===== src/rtl/usb_in_stream_arbiter.sv =====
// Round-robin, packet-locked arbiter sharing the CDC IN byte channel between
// NUM_REQ byte-stream requesters. One registered output slot drives in_*.
module usb_in_stream_arbiter #(
    parameter int NUM_REQ   = 2,
    parameter int MAX_BURST = 64
) (
    input  logic                   clk_i,
    input  logic                   reset_n_i,
    input  logic [8*NUM_REQ-1:0]   req_data_i,
    input  logic [NUM_REQ-1:0]     req_valid_i,
    input  logic [NUM_REQ-1:0]     req_last_i,
    output logic [NUM_REQ-1:0]     req_ready_o,
    output logic [NUM_REQ-1:0]     grant_o,
    output logic [7:0]             in_data_o,
    output logic                   in_valid_o,
    input  logic                   in_ready_i,
    output logic                   busy_o
);

    localparam int IW = (NUM_REQ > 1) ? $clog2(NUM_REQ) : 1;
    localparam int CW = $clog2(MAX_BURST + 1);
    localparam logic [NUM_REQ-1:0] GNT_ONE = 1;

    typedef enum logic {ST_IDLE, ST_LOCKED} state_e;

    state_e               state_q;
    logic [IW-1:0]        owner_q;
    logic [IW-1:0]        ptr_q;
    logic [NUM_REQ-1:0]   grant_q;
    logic [CW-1:0]        cnt_q;
    logic [7:0]           data_q;
    logic                 valid_q;

    logic                 slot_free;
    logic                 accept;
    logic                 pkt_end;
    logic [7:0]           sel_data;
    logic [IW-1:0]        ptr_d;
    logic [IW-1:0]        win_d;
    logic                 win_found;
    logic [IW:0]          arb_sum;

    // The slot can take a new byte when empty or when it drains this cycle.
    assign slot_free = !valid_q || in_ready_i;
    assign accept    = (state_q == ST_LOCKED) && req_valid_i[owner_q] && slot_free;
    assign sel_data  = req_data_i[{owner_q, 3'b000} +: 8];
    assign pkt_end   = accept && (req_last_i[owner_q] || (cnt_q == CW'(MAX_BURST - 1)));
    // The requester that just finished drops to lowest priority.
    assign ptr_d     = (owner_q == IW'(NUM_REQ - 1)) ? '0 : owner_q + IW'(1);

    // Only the owner sees ready, and only while the slot can take a byte.
    always_comb begin
        req_ready_o = '0;
        if (state_q == ST_LOCKED) begin
            req_ready_o[owner_q] = slot_free;
        end
    end

    // Round-robin search from ptr_q; descending loop so the nearest valid index wins.
    always_comb begin
        win_found = 1'b0;
        win_d     = '0;
        arb_sum   = '0;
        for (int i = NUM_REQ - 1; i >= 0; i--) begin
            arb_sum = {1'b0, ptr_q} + (IW+1)'(i);
            if (arb_sum >= (IW+1)'(NUM_REQ)) begin
                arb_sum = arb_sum - (IW+1)'(NUM_REQ);
            end
            if (req_valid_i[arb_sum[IW-1:0]]) begin
                win_found = 1'b1;
                win_d     = arb_sum[IW-1:0];
            end
        end
    end

    // Arbitration FSM, burst counter and output slot; a reset discards the pending byte.
    always_ff @(posedge clk_i or negedge reset_n_i) begin
        if (!reset_n_i) begin
            state_q <= ST_IDLE;
            owner_q <= '0;
            ptr_q   <= '0;
            grant_q <= '0;
            cnt_q   <= '0;
            data_q  <= 8'h00;
            valid_q <= 1'b0;
        end else begin
            case (state_q)
                ST_IDLE: begin
                    if (win_found) begin
                        owner_q <= win_d;
                        grant_q <= GNT_ONE << win_d;
                        cnt_q   <= '0;
                        state_q <= ST_LOCKED;
                    end
                end
                ST_LOCKED: begin
                    if (accept) begin
                        cnt_q <= cnt_q + CW'(1);
                    end
                    // Leave without waiting for the slot to drain.
                    if (pkt_end) begin
                        state_q <= ST_IDLE;
                        grant_q <= '0;
                        ptr_q   <= ptr_d;
                    end
                end
                default: state_q <= ST_IDLE;
            endcase

            if (accept) begin
                data_q  <= sel_data;
                valid_q <= 1'b1;
            end else if (valid_q && in_ready_i) begin
                valid_q <= 1'b0;
            end
        end
    end

    assign grant_o    = grant_q;
    assign in_data_o  = data_q;
    assign in_valid_o = valid_q;
    assign busy_o     = (state_q == ST_LOCKED) || valid_q;

endmodule

===== config.mk =====
export PLATFORM = sky130hd
export DESIGN_NAME = usb_in_stream_arbiter
export DESIGN_NICKNAME = d
export VERILOG_FILES = /design/src/rtl/usb_in_stream_arbiter.sv
export SDC_FILE = /design/constraint.sdc
export NUM_CORES = 1
export LEC_CHECK = 0
export CORE_MARGIN = 2
export CORE_UTILIZATION = 28
export CTS_CLUSTER_SIZE = 8
export DETAILED_ROUTE_END_ITERATION = 16
export HOLD_SLACK_MARGIN = 0.02
export MAX_ROUTING_LAYER = met4
export SETUP_SLACK_MARGIN = 0.05
export SYNTH_ARGS = -nofsm -noshare
export SYNTH_HDL_FRONTEND = slang
export SYNTH_SLANG_ARGS = --single-unit

===== constraint.sdc =====
create_clock -name clk_i -period 1.9 [get_ports clk_i]
set_clock_uncertainty 0.2 [all_clocks]
set_input_delay 0.19 -clock clk_i [delete_from_list [all_inputs] [get_ports clk_i]]
set_output_delay 0.19 -clock clk_i [all_outputs]
set_load 0.02 [all_outputs]

Word level (Yosys, flattened, before mapping)
Cells that the tools add are included.

Input bits: 23. Output and inout bits: 14. Flip-flop bits (word level): 21.

Reductions and logical operators: 14. Shift operators: 2. Eq/ne operators: 4. Bitwise logic cells: 2. Order comparisons: 6. Add/sub/neg operators: 5. Mux-type cells: 29.

Operators with widths (number): $mux W1 (20); $shiftx A16 B5 Y8 (1); $mux W7 (2); $pmux W7 S2 (1); $reduce_and A2 Y1 (4); $add A7 B1 Y7 const B (1); $eq A7 B6 Y1 const B (1); $lt A1 B2 Y1 const B (3); $mux W2 (3); $logic_and A1 B1 Y1 (5); $ne A2 B1 Y1 const B (2); $pmux W2 S2 (1); $logic_or A1 B1 Y1 (3); $add A1 B1 Y2 const B (1); $and A2 B2 Y2 (1); $ge A1 B2 Y1 const B (1); $ge A2 B2 Y1 const B (1); $ne A2 B2 Y1 const B (1); $pmux W1 S2 (1); $reduce_bool A2 Y1 (1); $shl A1 B1 Y2 const A (1); $sub A1 B1 Y1 const B (2); $add A1 B1 Y1 const B (1); $demux W1 S1 (1); other kinds (3) (3).

Depth between registers and ports, before layout
Depth in word-level cells: 10. Gate-level depth with buffers: 6. Gate-level depth less buffers: 5.

Least setup slack after synthesis
OpenSTA, ideal clock, no wires.

Kind: register -> register. Start point: register cnt_q[0]. End point: register ptr_q. Arrival: 1.264 ns. Path slack: 0.357 ns. Path buffers: 0. Library setup time: 0.079 ns. Data required time: 1.621 ns. Cell stages (with the launch flop): 6. Period minus slack after synthesis: 1.543 ns. Cell sequence: dfrtp_1 ha_1 and3_1 nor3b_2 o21ai_4 mux2i_1.

Word-level cells in the longest chain between the ends: 4.

Ends and longest elaborated chain: from (decl) (line 30) `logic [CW-1:0] cnt_q;`; from (signal assigned) (line 98) `cnt_q <= cnt_q + CW'(1);`; $eq A7 B6 Y1 (line 47) `assign pkt_end = accept && (req_last_i[owner_q] || (cnt_q == CW'(MAX_BURST - 1)));`; $logic_or A1 B1 Y1 (line 47); $logic_and A1 B1 Y1 (line 47); $reduce_and A2 Y1 (no source line); to (signal assigned) (line 104) `ptr_q <= ptr_d;`; to (decl) (line 28) `logic [IW-1:0] ptr_q;`.

No other way between the ends. A chain may end at the register's enable or synchronous reset.

Worst setup path in the final report
Ends and elaborated chain as after synthesis.

==> results.sh <==
export IMPL_post_route_period_util=0.8778
export IMPL_tightest_slew_ps=393.2
export IMPL_place_ws_ps=-40.58
export IMPL_cts_root_buffer="clkbuf_8"
export IMPL_grt_pass1_vias=842
export IMPL_comb_power_share=0.519
export IMPL_first_pass_iters=5
export IMPL_final_cell_mix="clkdlybuf4s50_1 (33), dfrtp_1 (20), nand2_1 (13)"
export IMPL_synthArstFlopShare=1.000
export IMPL_ys_seq_area_frac=0.4912
export IMPL_power_internal_mw=1.299
export IMPL_wl_um=2199
export IMPL_ys_types=31
export IMPL_drc_errors=0
export IMPL_synth_ff_type="dfrtp_1"
export IMPL_status="complete, no violations"
export IMPL_rr_startpoint="cnt_q[0]"
export IMPL_diodes=0
export IMPL_path_clk_slew_ps=80
export IMPL_stdcell_count=188
export IMPL_io_pins=37
export IMPL_final_common_cell="clkdlybuf4s50_1"
export IMPL_synthesis_area_mm2=0.001070
export IMPL_design_area_mm2=0.001533
export IMPL_postCtsSetupRepairBufs=0
export IMPL_grt_max_degree=22
export IMPL_grt_pass1_wl_um=3705
export IMPL_synth_top_area_frac=0.4912
export IMPL_swShare=0.3858
export IMPL_holdBufCountCts=0
export IMPL_finalMaxSlewViolations=0
export IMPL_crit_start="cnt_q[0]"
export IMPL_regToRegEndpoint="ptr_q"
export IMPL_crit_path_end="ptr_q"
export IMPL_dieHeight_um=65.81
export IMPL_setup_violations=0
export IMPL_cts_tree="yes"
export IMPL_pwr_share_clk=0.137
export IMPL_viasPerCell=4.617
export IMPL_drive_above_1_share=0.1071
export IMPL_drt_iter0_markers=18
export IMPL_vias=868
export IMPL_clock_latency_ps=260
export IMPL_worst_setup_path_type="reg2reg"
export IMPL_synth_seq_cells=21
export IMPL_whs_ps=55.45
export IMPL_syn_to_final_growth_pct=43.27
export IMPL_synth_top_area_cell="dfrtp_1"
export IMPL_nNetsFinal=165
export IMPL_startpoint_type="register"
export IMPL_die_w_um=65.81
export IMPL_cp_end_kind="register"
export IMPL_gr_usage_all_layers=0.1188
export IMPL_leakage_nw=0.6894
export IMPL_syn_area_per_cell_um2=10.59
export IMPL_place_inst=184
export IMPL_yosys_warnings=0
export IMPL_grt_ovfl_total=0
export IMPL_place_hpwl_um=1719
export IMPL_worstRegToRegCells=5
export IMPL_numCtsBuffers=3
export IMPL_hold_viol=0
export IMPL_vdd_ir_drop_max_mv=0.5180
export IMPL_cts_htree_levels=1
export IMPL_rsz0062_at_grt="no"
export IMPL_worst_path_max_fanout=4
export IMPL_die_area_mm2=0.004331
export IMPL_ant_nets=0
export IMPL_synth_area_leaders="dfrtp_1 (49%), mux2i_1 (8.4%), nand2_1 (4.6%)"
export IMPL_slew_headroom=0.7378
export IMPL_cp_data_arrival_time_ps=1650
export IMPL_grt_antenna_before_repair=0
export IMPL_timing_reg2reg_setup_slack_ps=230
export IMPL_synth_edff_count=0
export IMPL_fin_crit_ps=1668
export IMPL_fp_row_count=22
export IMPL_dpl_cell_area_mm2=0.001486
export IMPL_crit_required_ps=1880
export IMPL_power_density_mw_per_mm2=1379
export IMPL_core_mm2=0.003661
export IMPL_final_util=0.4187
export IMPL_portBuffers=36
export IMPL_timing_final_ws_setup_ps=232.2
export IMPL_hp_class="in2async"
export IMPL_syn_nets=125
export IMPL_gp_routability_congestion=0.8351
export IMPL_clock_sinks=21
export IMPL_cts_buffer_depth=2
export IMPL_wl_per_cell_um=11.70
export IMPL_max_freq_ghz=0.5996
export IMPL_netlist_instances=101
export IMPL_seqPwrFrac=0.344
export IMPL_initial_core_util=0.2922
export IMPL_power_switching_uw=815.7
export IMPL_maxCapViolations=0
[critical path: stages, from the launching register on]
cell and delay [ps]:
dfrtp_1 410, ha_1 230, and3_1 200, nor3b_2 170
o21ai_4 200, mux2i_1 190
[repair_timing]
item,in CTS,in global routing
endpoints found under the setup margin,2,1
resized for setup,3,1
cloned,0,0
[area by class of cell]
type | count | area [µm²]
clock buffer | 4 | 45.04
fill | 378 | 2128
inverter | 2 | 7.507
multi-input combinational | 72 | 495.5
sequential | 21 | 526.8
tap | 48 | 60.06
timing repair buffer | 41 | 397.9
[power groups by stage]
stage | clock network, mW | logic, mW | registers, mW
6_report | 0.290 | 1.10 | 0.728
5_1_grt | 0.317 | 1.19 | 0.758
4_1_cts | 0.298 | 1.12 | 0.733
3_5_place_dp | 0 | 1.13 | 0.739
3_3_place_gp | 0 | 1.11 | 0.732
2_1_floorplan | 0 | 0.575 | 0.849
[cell families after synthesis]
| logic type | after synthesis | synth area share |
|---|---|---|
| xor gates and xnor gates | 4 | 0.03275 |
| muxes | 11 | 0.1088 |
| adders and majority gates | 1 | 0.01169 |
| buffers and inverters | 8 | 0.04561 |
| DFF | 21 | 0.4912 |
| and+or+nand+nor | 38 | 0.1942 |
| AOI/OAI and AO/OA | 18 | 0.1158 |
[through the flow]
step                TNS (ps)  power (mW)
floorplan                  0       1.424
global placement           0       1.846
detailed placement    -62.09       1.872
CTS                        0       2.151
global route               0       2.268
finish                     0       2.114
[per-layer routing]
metal	share of wire	vias up	global-route usage	wire length (µm)
met5	0	-	-	0
met4	0.028	0	0.07292	61
met3	0.045	7	0.03237	100
met2	0.52	18	0.2008	1136
met1	0.41	412	0.1226	901
li1	-	431	-	-
[sequential cells by signal (all words and copies together) (netlist names)]
name and count:
grant_o 2, ptr_q 1, cnt_q 7, state_q 1
in_valid_o 1, in_data_o 8, owner_q 1
[cells in the mapped netlist (all sizes together) (2+ instances only)]
cell,count
buf,5
nor3b,2
a21o,2
nor2,8
or2,2
xor2,4
and3,4
nand3,2
mux2,2
o21ai,11
nand2,13
mux2i,9
dfrtp,21
nand4,4
inv,2
a31o,2
nand2b,2
[worst min-delay path by stage]
stage / from / to
after global routing: reset_n_i / in_data_o[7]
after detailed placement: in_data_o[5] / in_data_o[5]
after CTS: reset_n_i / in_data_o[2]
after floorplan: reset_n_i / cnt_q[0]
final: reset_n_i / in_data_o[2]
after global placement: in_data_o[1] / in_data_o[1]
Note: power is estimated with default switching activity, not from simulation.
